===== src/rtl/fetch_unit_pkg.sv =====
`default_nettype none
// ============================================================================
//  Module  : fetch_unit_pkg
//  Purpose : Shared instruction-set constants for the fetch stage: memory
//            geometry, default fetch-queue depth and the opcodes used to
//            build instruction words (including the NOP word presented on
//            an empty queue).
//  Ports   : none (package)
//  Rev     : 1.0  initial release
// ============================================================================
package fetch_unit_pkg;

  // Instruction memory geometry (address bits, instruction word bits).
  localparam int LENGTH_INSTR_MEM = 10;
  localparam int WIDTH_INSTR_MEM  = 16;

  // Default number of entries in the fetch queue.
  localparam int FETCH_DEPTH      = 4;

  // Opcode occupies the top nibble of an instruction word.
  typedef enum logic [3:0] {
    OP_LDCA = 4'h1,
    OP_LDCB = 4'h2,
    OP_ADDA = 4'h3,
    OP_NOP  = 4'hF
  } opcode_e;

  localparam logic [WIDTH_INSTR_MEM-1:0] NOP = {OP_NOP, 12'h000};

endpackage
`default_nettype wire


===== src/rtl/fetch_unit_if.sv =====
`default_nettype none
// ============================================================================
//  Module  : fetch_unit_if
//  Purpose : Bundles the fetch stage's branch-redirect, instruction-memory
//            and decode handshake signals.
//  Ports   : master modport = fetch unit side, slave modport = environment
//            iBr_taken/iBr_dir : redirect request and target
//            oImem_addr/iImem_data : combinational instruction memory
//            oInstr/oInstr_pc/oNew_pc/oValid/iReady : decode handshake
//            oFetch_cnt/oFlush_cnt : present only with FETCH_PERF_EN
//  Config  : FETCH_PERF_EN adds the performance counter signals.
//  Rev     : 1.0  initial release
// ============================================================================
interface fetch_unit_if
  import fetch_unit_pkg::*;
#(
  parameter int ADDR_W  = LENGTH_INSTR_MEM,
  parameter int INSTR_W = WIDTH_INSTR_MEM
);
  logic               iBr_taken;
  logic [ADDR_W-1:0]  iBr_dir;
  logic [ADDR_W-1:0]  oImem_addr;
  logic [INSTR_W-1:0] iImem_data;
  logic [INSTR_W-1:0] oInstr;
  logic [ADDR_W-1:0]  oInstr_pc;
  logic [ADDR_W-1:0]  oNew_pc;
  logic               oValid;
  logic               iReady;
`ifdef FETCH_PERF_EN
  logic [15:0]        oFetch_cnt;
  logic [15:0]        oFlush_cnt;
`endif

  modport master (
    input  iBr_taken, iBr_dir, iImem_data, iReady,
    output oImem_addr, oInstr, oInstr_pc, oNew_pc, oValid
`ifdef FETCH_PERF_EN
    , output oFetch_cnt, oFlush_cnt
`endif
  );

  modport slave (
    output iBr_taken, iBr_dir, iImem_data, iReady,
    input  oImem_addr, oInstr, oInstr_pc, oNew_pc, oValid
`ifdef FETCH_PERF_EN
    , input oFetch_cnt, oFlush_cnt
`endif
  );

endinterface
`default_nettype wire


===== src/rtl/fetch_fifo.sv =====
`default_nettype none
// ============================================================================
//  Module  : fetch_fifo
//  Purpose : Small circular queue holding fetched {instruction, pc} entries.
//            Head is read straight from the storage registers, so there is
//            no path from i_data to o_head within a cycle.
//  Ports   : clk, reset (async, active-low)
//            i_push, i_pop, i_flush : queue controls (flush wins)
//            i_data  : entry to write
//            o_head  : entry at the read pointer
//            o_count : number of valid entries (0..DEPTH)
//  Rev     : 1.0  initial release
// ============================================================================
module fetch_fifo #(
  parameter int WIDTH = 26,
  parameter int DEPTH = 4
) (
  input  wire logic                     clk,
  input  wire logic                     reset,
  input  wire logic                     i_push,
  input  wire logic                     i_pop,
  input  wire logic                     i_flush,
  input  wire logic [WIDTH-1:0]         i_data,
  output logic      [WIDTH-1:0]         o_head,
  output logic      [$clog2(DEPTH):0]   o_count
);

  localparam int PTR_W = $clog2(DEPTH);

  logic [WIDTH-1:0] r_mem [DEPTH];
  logic [PTR_W-1:0] r_wr_ptr;
  logic [PTR_W-1:0] r_rd_ptr;
  logic [PTR_W:0]   r_count;
  logic             w_do_push;
  logic             w_do_pop;

  // A flush cancels both operations of the same edge.
  assign w_do_push = i_push & ~i_flush;
  assign w_do_pop  = i_pop  & ~i_flush;

  // Storage needs no reset: entries are only observed while counted valid.
  always_ff @(posedge clk) begin
    if (w_do_push) begin
      r_mem[r_wr_ptr] <= i_data;
    end
  end

  // Pointers are exactly PTR_W bits wide, so DEPTH being a power of two
  // makes them wrap without an explicit compare.
  always_ff @(posedge clk or negedge reset) begin
    if (!reset) begin
      r_wr_ptr <= '0;
      r_rd_ptr <= '0;
      r_count  <= '0;
    end else if (i_flush) begin
      r_wr_ptr <= '0;
      r_rd_ptr <= '0;
      r_count  <= '0;
    end else begin
      if (w_do_push) r_wr_ptr <= r_wr_ptr + 1'b1;
      if (w_do_pop)  r_rd_ptr <= r_rd_ptr + 1'b1;
      case ({w_do_push, w_do_pop})
        2'b10:   r_count <= r_count + 1'b1;
        2'b01:   r_count <= r_count - 1'b1;
        default: r_count <= r_count;
      endcase
    end
  end

  assign o_head  = r_mem[r_rd_ptr];
  assign o_count = r_count;

endmodule
`default_nettype wire


===== src/rtl/fetch_unit.sv =====
`default_nettype none
// ============================================================================
//  Module  : fetch_unit
//  Purpose : Instruction-fetch stage. Holds the PC, reads the external
//            combinational instruction ROM and queues {instruction, pc}
//            entries for decode behind a valid/ready handshake. A taken
//            branch redirects the PC and flushes the queue.
//  Ports   : clk            : clock, rising edge
//            reset          : asynchronous, active-low
//            bus (master)   : redirect, ROM and decode handshake signals
//  Config  : FETCH_PERF_EN adds 16-bit saturating push and flush counters
//            (oFetch_cnt, oFlush_cnt).
//  Rev     : 1.0  initial release
// ============================================================================
module fetch_unit
  import fetch_unit_pkg::*;
#(
  parameter int                ADDR_W   = LENGTH_INSTR_MEM,
  parameter int                INSTR_W  = WIDTH_INSTR_MEM,
  parameter int                DEPTH    = FETCH_DEPTH,
  parameter logic [ADDR_W-1:0] RESET_PC = '0
) (
  input wire logic     clk,
  input wire logic     reset,
  fetch_unit_if.master bus
);

  localparam int CNT_W = $clog2(DEPTH) + 1;
  localparam int ENT_W = INSTR_W + ADDR_W;

  logic [ADDR_W-1:0] r_pc;
  logic [CNT_W-1:0]  w_count;
  logic [ENT_W-1:0]  w_head;
  logic              w_valid;
  logic              w_pop;
  logic              w_push;
  logic              w_full;
  logic [ADDR_W-1:0] w_instr_pc;

  assign w_valid = (w_count != '0);
  assign w_full  = (w_count == CNT_W'(DEPTH));
  assign w_pop   = w_valid & bus.iReady;
  // A pop frees a slot on the same edge, so a full queue can still accept.
  assign w_push  = ~bus.iBr_taken & (~w_full | w_pop);

  always_ff @(posedge clk or negedge reset) begin
    if (!reset) begin
      r_pc <= RESET_PC;
    end else if (bus.iBr_taken) begin
      r_pc <= bus.iBr_dir;
    end else if (w_push) begin
      r_pc <= r_pc + 1'b1;
    end
  end

  fetch_fifo #(
    .WIDTH (ENT_W),
    .DEPTH (DEPTH)
  ) u_fifo (
    .clk     (clk),
    .reset   (reset),
    .i_push  (w_push),
    .i_pop   (w_pop),
    .i_flush (bus.iBr_taken),
    .i_data  ({bus.iImem_data, r_pc}),
    .o_head  (w_head),
    .o_count (w_count)
  );

  assign w_instr_pc     = w_valid ? w_head[ADDR_W-1:0] : '0;
  assign bus.oImem_addr = r_pc;
  assign bus.oValid     = w_valid;
  assign bus.oInstr     = w_valid ? w_head[ADDR_W +: INSTR_W] : INSTR_W'(NOP);
  assign bus.oInstr_pc  = w_instr_pc;
  assign bus.oNew_pc    = w_instr_pc + 1'b1;

`ifdef FETCH_PERF_EN
  logic [15:0] r_fetch_cnt;
  logic [15:0] r_flush_cnt;

  // Flushes are counted only when they actually discard queued work.
  always_ff @(posedge clk or negedge reset) begin
    if (!reset) begin
      r_fetch_cnt <= '0;
      r_flush_cnt <= '0;
    end else begin
      if (w_push && (r_fetch_cnt != 16'hFFFF)) begin
        r_fetch_cnt <= r_fetch_cnt + 16'd1;
      end
      if (bus.iBr_taken && w_valid && (r_flush_cnt != 16'hFFFF)) begin
        r_flush_cnt <= r_flush_cnt + 16'd1;
      end
    end
  end

  assign bus.oFetch_cnt = r_fetch_cnt;
  assign bus.oFlush_cnt = r_flush_cnt;
`endif

endmodule
`default_nettype wire


===== src/flat_wrapper.sv =====
// flat-port wrapper written by rule: the top's interface ports become plain ports
module fetch_unit_flat import fetch_unit_pkg::*;
#(
  parameter int                ADDR_W   = LENGTH_INSTR_MEM,
  parameter int                INSTR_W  = WIDTH_INSTR_MEM,
  parameter int                DEPTH    = FETCH_DEPTH,
  parameter logic [ADDR_W-1:0] RESET_PC = '0
)
  (clk, reset, bus_iBr_taken, bus_iBr_dir, bus_iImem_data, bus_iReady, bus_oImem_addr, bus_oInstr, bus_oInstr_pc, bus_oNew_pc, bus_oValid);
  fetch_unit_if #(.ADDR_W(ADDR_W), .INSTR_W(INSTR_W)) bus_i ();
  input wire logic clk;
  input wire logic reset;
  input wire logic [$bits(bus_i.iBr_taken)-1:0] bus_iBr_taken;
  input wire logic [$bits(bus_i.iBr_dir)-1:0] bus_iBr_dir;
  input wire logic [$bits(bus_i.iImem_data)-1:0] bus_iImem_data;
  input wire logic [$bits(bus_i.iReady)-1:0] bus_iReady;
  output wire logic [$bits(bus_i.oImem_addr)-1:0] bus_oImem_addr;
  output wire logic [$bits(bus_i.oInstr)-1:0] bus_oInstr;
  output wire logic [$bits(bus_i.oInstr_pc)-1:0] bus_oInstr_pc;
  output wire logic [$bits(bus_i.oNew_pc)-1:0] bus_oNew_pc;
  output wire logic [$bits(bus_i.oValid)-1:0] bus_oValid;
  assign bus_i.iBr_taken = bus_iBr_taken;
  assign bus_i.iBr_dir = bus_iBr_dir;
  assign bus_i.iImem_data = bus_iImem_data;
  assign bus_i.iReady = bus_iReady;
  assign bus_oImem_addr = bus_i.oImem_addr;
  assign bus_oInstr = bus_i.oInstr;
  assign bus_oInstr_pc = bus_i.oInstr_pc;
  assign bus_oNew_pc = bus_i.oNew_pc;
  assign bus_oValid = bus_i.oValid;
  fetch_unit #(.ADDR_W(ADDR_W), .INSTR_W(INSTR_W), .DEPTH(DEPTH), .RESET_PC(RESET_PC)) u_core (.clk(clk), .reset(reset), .bus(bus_i));
endmodule

===== config.mk =====
export PLATFORM = sky130hd
export DESIGN_NAME = fetch_unit_flat
export DESIGN_NICKNAME = d
export VERILOG_FILES = /design/src/rtl/fetch_unit_pkg.sv /design/src/rtl/fetch_unit_if.sv /design/src/rtl/fetch_fifo.sv /design/src/rtl/fetch_unit.sv /design/src/flat_wrapper.sv
export SDC_FILE = /design/constraint.sdc
export NUM_CORES = 1
export LEC_CHECK = 0
export BUFFER_PORTS_ARGS = -buffer_cell sky130_fd_sc_hd__buf_4
export CAP_MARGIN = 20
export CORE_MARGIN = 1.5
export CORE_UTILIZATION = 50
export DETAILED_ROUTE_END_ITERATION = 10
export MAX_ROUTING_LAYER = met4
export PLACE_DENSITY = 0.71
export SYNTH_ARGS = -nofsm -noshare
export SYNTH_HDL_FRONTEND = slang
export SYNTH_SLANG_ARGS = --single-unit

===== constraint.sdc =====
create_clock -name clk -period 6.6 [get_ports clk]
set_input_delay 1.32 -clock clk [delete_from_list [all_inputs] [get_ports clk]]
set_output_delay 1.32 -clock clk [all_outputs]
set_load 0.01 [all_outputs]

Yosys cells after proc, flatten, opt, wreduce, memory -nomap -nowiden
Memories as Yosys holds them, arrays and structs flattened.
Cells that the tools add are included.
Widths: inputs -> output; s select.
{"block": "word_totals", "reg_bits": 17, "ramBits": 104, "elab_cells": 38, "n_memories": 1}
{"name": "u_core.u_fifo.r_mem", "words": 4, "width": 26, "read_ports": 1, "rd_clocked_by_memory_dff": 0, "write_ports": 1, "line_no": "fetch_fifo.sv:30", "text": "logic [WIDTH-1:0] r_mem [DEPTH];"}
{"block": "op_classes", "addsub": 6, "n_eq_ne": 3, "muxes": 12, "bitwise_logic": 7, "n_reduce_logical": 5}
{"operator": "$mux 10", "count": 3}
{"operator": "$add 10x1->10 const B", "count": 2}
{"operator": "$mux 16", "count": 1}
{"operator": "$mux 2", "count": 4}
{"operator": "$pmux 3 s2", "count": 1}
{"operator": "$reduce_bool 2->1", "count": 3}
{"operator": "$reduce_bool 3->1", "count": 2}
{"operator": "$add 2x1->2 const B", "count": 2}
{"operator": "$and 1x1->1", "count": 4}
{"operator": "$add 3x1->3 const B", "count": 1}
{"operator": "$eq 3x3->1 const B", "count": 1}
{"operator": "$mux 3", "count": 1}
{"operator": "$sub 3x1->3 const B", "count": 1}
{"operator": "$eq 2x1->1 const B", "count": 1}
{"operator": "$eq 2x2->1 const B", "count": 1}
{"operator": "$mux 1", "count": 2}
{"operator": "$not 1->1", "count": 2}
{"operator": "$or 1x1->1", "count": 1}

Logic depth before layout (Yosys ltp)
{"block": "logic_depth", "depth_word": 8, "ltp_mapped": 11, "mapped_depth_nobuf": 10}

Modules after synthesis
A second synthesis with hierarchy kept.
{"block": "unflattened", "hier_cells": 297, "hier_area_um2": 5165.0}
{"module": "fetch_fifo", "instances": 1, "cells_per_inst": 177, "area_per_inst_um2": 4229.1, "seq_area_each_um2": 3298.2}
{"module": "fetch_unit", "instances": 1, "cells_per_inst": 120, "area_per_inst_um2": 935.9, "seq_area_each_um2": 250.2}

Worst setup path after synthesis
OpenSTA, ideal clock, no wires.
{"block": "synth_timing", "path_kind": "flip-flop to output port", "from": "register u_core.u_fifo.r_count[0], in the netlist u_core.u_fifo.o_count[0]", "to": "output port bus_oNew_pc[8]", "arrival_ns": 2.321, "slack_ns": 2.959, "stages_incl_launch_ff": 12, "path_cell_list": "dfrtp_1 inv_1 ha_1 and2b_1 clkinv_1 clkbuf_1 nand2_1 inv_1 ha_1 nand2_1 nor4_2 xor2_1"}
{"block": "synth_between", "elab_chain_len": 3}
{"item": "start, declared", "line_no": "fetch_fifo.sv:33", "text": "logic [PTR_W:0] r_count;"}
{"item": "start signal, assigned", "line_no": "fetch_fifo.sv:63", "text": "2'b10: r_count <= r_count + 1'b1;"}
{"item": "start signal, assigned", "line_no": "fetch_fifo.sv:64", "text": "2'b01: r_count <= r_count - 1'b1;"}
{"item": "start signal, assigned", "line_no": "fetch_fifo.sv:65", "text": "default: r_count <= r_count;"}
{"item": "$reduce_bool 3->1", "line_no": "fetch_unit.sv:40", "text": "assign w_valid = (w_count != '0);"}
{"item": "net bus_oValid", "line_no": "flat_wrapper.sv:21", "text": "output wire logic [$bits(bus_i.oValid)-1:0] bus_oValid;"}
{"item": "$mux 10", "line_no": "fetch_unit.sv:70", "text": "assign w_instr_pc = w_valid ? w_head[ADDR_W-1:0] : '0;"}
{"item": "net bus_oInstr_pc[0]", "line_no": "flat_wrapper.sv:19", "text": "output wire logic [$bits(bus_i.oInstr_pc)-1:0] bus_oInstr_pc;"}
{"item": "$add 10x1->10", "line_no": "fetch_unit.sv:75", "text": "assign bus.oNew_pc = w_instr_pc + 1'b1;"}
{"item": "end, declared", "line_no": "flat_wrapper.sv:20", "text": "output wire logic [$bits(bus_i.oNew_pc)-1:0] bus_oNew_pc;"}
The timed path passes the listed nets, and every way through them passes these cells.

Final worst setup path
{"block": "layout_timing", "from": "register u_core.u_fifo.r_rd_ptr[0]", "to": "output port bus_oNew_pc[8]"}
{"block": "layout_between", "elab_chain_len": 3}
{"item": "start, declared", "line_no": "fetch_fifo.sv:32", "text": "logic [PTR_W-1:0] r_rd_ptr;"}
{"item": "start signal, assigned", "line_no": "fetch_fifo.sv:61", "text": "if (w_do_pop) r_rd_ptr <= r_rd_ptr + 1'b1;"}
{"item": "$mem_v2 4x26"}
{"item": "$mux 10", "line_no": "fetch_unit.sv:70"}
{"item": "$add 10x1->10", "line_no": "fetch_unit.sv:75"}
No other way between the ends.

==> flow_summary.toml <==
[layout]
final_layout_size_suffix_gt1_frac = 0.360
stdcell_area_sq_mm = 0.00635
finish.utilization = 0.647
antenna_cells = 0
num-fill-cells = 726
area_growth_pct = 24.7
nets = 425

[critical_path]
path_cells = "mux4_1 -> and2_1 -> ha_1 -> nand2_1 -> nor4_2 -> xor2_1 -> buf_4"
regToRegStartpoint = "u_core.u_fifo.o_count[0]$_DFFE_PN0P_"
path_max_fanout = 28
critical-path-top-delay-family = "flip-flops"
crit_start = "u_core.u_fifo.r_rd_ptr[0]$_DFFE_PN0P_"
max_stage_delay_ns = 0.95
cp-end-kind = "primary output"
crit_arrival_ns = 3.00
slowest_stage = "dfrtp_2"
worst-path-buf-inv = 1
cp.required_ns = 5.28
worstSetupStartpointType = "flop"
path_class = "reg2out"

[yosys]
ys_seq_area_frac = 0.696
synthDistinctLibCells = 35
synth_area_sq_mm = 0.00509
ys_warn_count = 0
syn_avg_cell_area_sq_um = 17.1
synth_cells = 298
synth_seq_cells = 121
synth_nets = 336

[power_and_ir_drop]
comb_power_share = 0.283
p_leak_uw = 0.00237
ir_worst_vdd_v = 0.000265
power_density_mw_per_mm2 = 397
pwr-share-seq = 0.391
switching_share = 0.294
power.internal_uw = 1780
clockPowerShare = 0.326
switchingPower_uw = 740

[die]
fp.dieW_microns = 104
io_pins = 77
start_util = 0.519
core_region_area_sq_mm = 0.00982
rows = 36
die-height_microns = 104
die_area_sq_mm = 0.0108

[job]
cap_violations = 0

[sta]
period_share = 0.655
fmax_mhz = 231
finalClockSkew_ns = 0.00999
slew-limit-headroom = 0.407
hold_viol_final = 0
max_slew.worst_pin.slew_ns = 0.890
setup_tns_ns = 0
drv_slew = 0
period_needed_ns = 4.32
worst_slack_ns = 2.28
setup_viol = 0
rsz0062_at_grt = "no"

[clocking]
clk_pin_slew_ns = 0.06
cts_tree = "built"
cts_setup_buffers = 0
clockBufferDepth = 2
cts_htree_levels = 4
cts-root-buf = "clkbuf_8"
holdBufCountCts = 0
clock-sinks = 121
ctsResizeCount = 0
numCtsBuffers = 17
clk_latency_ns = 0.50

[global_route]
track_usage = 0.190
antenna_found_initial = 0
grt_first_pass_wirelength_microns = 15100
grt_pass1_vias = 2932
grt_max_degree = 29
overflow = 0

[detailed_routing]
wire_per_inst_microns = 17.3
drt_wl_total_microns = 9230
drtIter0Drc = 187
vias_per_cell = 5.28
num_vias = 2816
drtAntennaViolNets = 0
drc = 0
firstDrtPassIters = 4

[min_path]
worst_hold_startpoint = "u_core.u_fifo.o_count[0]$_DFFE_PN0P_"
worstHoldPathType = "reg2reg"

[placement]
pre_cts_slack_ns = 2.70
placed_cell_area_sq_mm = 0.00581
place_congestion = 0.798
hpwl_microns = 5890
io_buffer_count = 76

[outcome]
status = "finished, final reports clean"
==> tightest hold or removal path, delay by kind of cell, from the launching register on <==
family	cells	cell delay (ns)
XOR/XNOR	1	0.13
AND/OR/NAND/NOR	1	0.04
flip-flops	1	0.40
==> sequential cells by signal (all words and copies together), names as in the netlist <==
name and cells:
u_core.u_fifo.o_count 3, u_core.u_fifo.r_rd_ptr 2, u_core.u_fifo.r_mem 104, u_core.bus.oImem_addr 10, u_core.u_fifo.r_wr_ptr 2
==> worst paths after layout <==
path	endpoint	slack, ns	cells past startpoint
max	bus_oNew_pc[8]	2.28	7
min	u_core.u_fifo.o_count[0]$_DFFE_PN0P_	0.62	2
max reg2reg	u_core.u_fifo.r_mem[0][3]$_DFFE_PP_	4.11	5
min reg2reg	u_core.u_fifo.o_count[0]$_DFFE_PN0P_	0.62	2
max in group asynchronous	u_core.u_fifo.r_rd_ptr[0]$_DFFE_PN0P_	5.71	1
min in group asynchronous	u_core.u_fifo.o_count[1]$_DFFE_PN0P_	0.68	1
==> per-stage QoR <==
stage,hold slack [ns],total power (uW),cells
after floorplan,0.537,1420,298
after global placement,0.572,1710,501
after detailed placement,0.579,1720,501
after CTS,0.610,2550,533
after global routing,0.641,2650,533
final,0.616,2520,533
==> cell type report <==
cell class                      count  area, sq um  area share
Clock buffer                       18          418      0.0658
Clock inverter                     14          126      0.0199
Inverter                           12         45.0     0.00709
Multi-Input combinational cell    153         1430       0.225
Sequential cell                   121         3550       0.559
Tap cell                          133          166      0.0262
Timing Repair Buffer               82          616      0.0969
==> routing by layer <==
layer | global-route usage | wire length (microns)
met2 | 0.311 | 4680
met3 | 0.0489 | 375
met4 | 0.0476 | 41
met1 | 0.239 | 4130
met5 | - | 0
==> power by group through the flow <==
stage | Sequential (uW) | Combinational [uW] | Clock [uW]
final | 985 | 714 | 823
after global routing | 999 | 778 | 876
after CTS | 989 | 725 | 837
after detailed placement | 1000 | 719 | 0
after global placement | 1000 | 713 | 0
after floorplan | 952 | 467 | 0
==> Yosys cell counts (all sizes together) <==
master,number,area [sq um]
o21ai,9,45.0
nand3b,2,15.0
or3,4,25.0
nor4,3,37.5
and2b,1,7.51
or2,4,25.0
inv,11,41.3
nand4,4,25.0
dfrtp,17,425
xor2,8,70.1
nand2,15,63.8
mux2i,2,20.0
mux4,26,604
and3,4,25.0
nor2,15,56.3
and2,19,119
clkbuf,5,18.8
xnor2,8,70.1
or4,1,7.51
nand2b,1,6.26
ha,8,100
edfxtp,104,3120
a31oi,5,31.3
buf,7,51.3
nand3,7,40.0
o31ai,1,7.51
a21oi,3,15.0
clkinv,1,3.75
nor3,3,15.0
==> placed cells by master, fill, tap and decap left out, types with 8 or more instances in the layout <==
cell type / synthesis / routed
xor2_1: 8 / 8
xnor2_1: 8 / 8
edfxtp_1: 104 / 104
and2_1: 19 / 19
ha_1: 8 / 8
dfrtp_1: 17 / 16
inv_1: 11 / 11
nor2_1: 15 / 15
o21ai_0: 9 / 9
mux4_2: 21 / 21
nand2_1: 14 / 14
clkbuf_16: 0 / 16
buf_4: 2 / 82
==> cells by family after synthesis <==
kind of cell,after synthesis,share of synthesized area
flip-flops,121,0.696
AND/OR/NAND/NOR,83,0.0918
multiplexers,28,0.123
buffers and inverters,24,0.0226
AO/OA/AOI/OAI,18,0.0194
XOR/XNOR,16,0.0275
adder cells (fa/ha/maj),8,0.0196
Power figures use the tool's default switching activity.
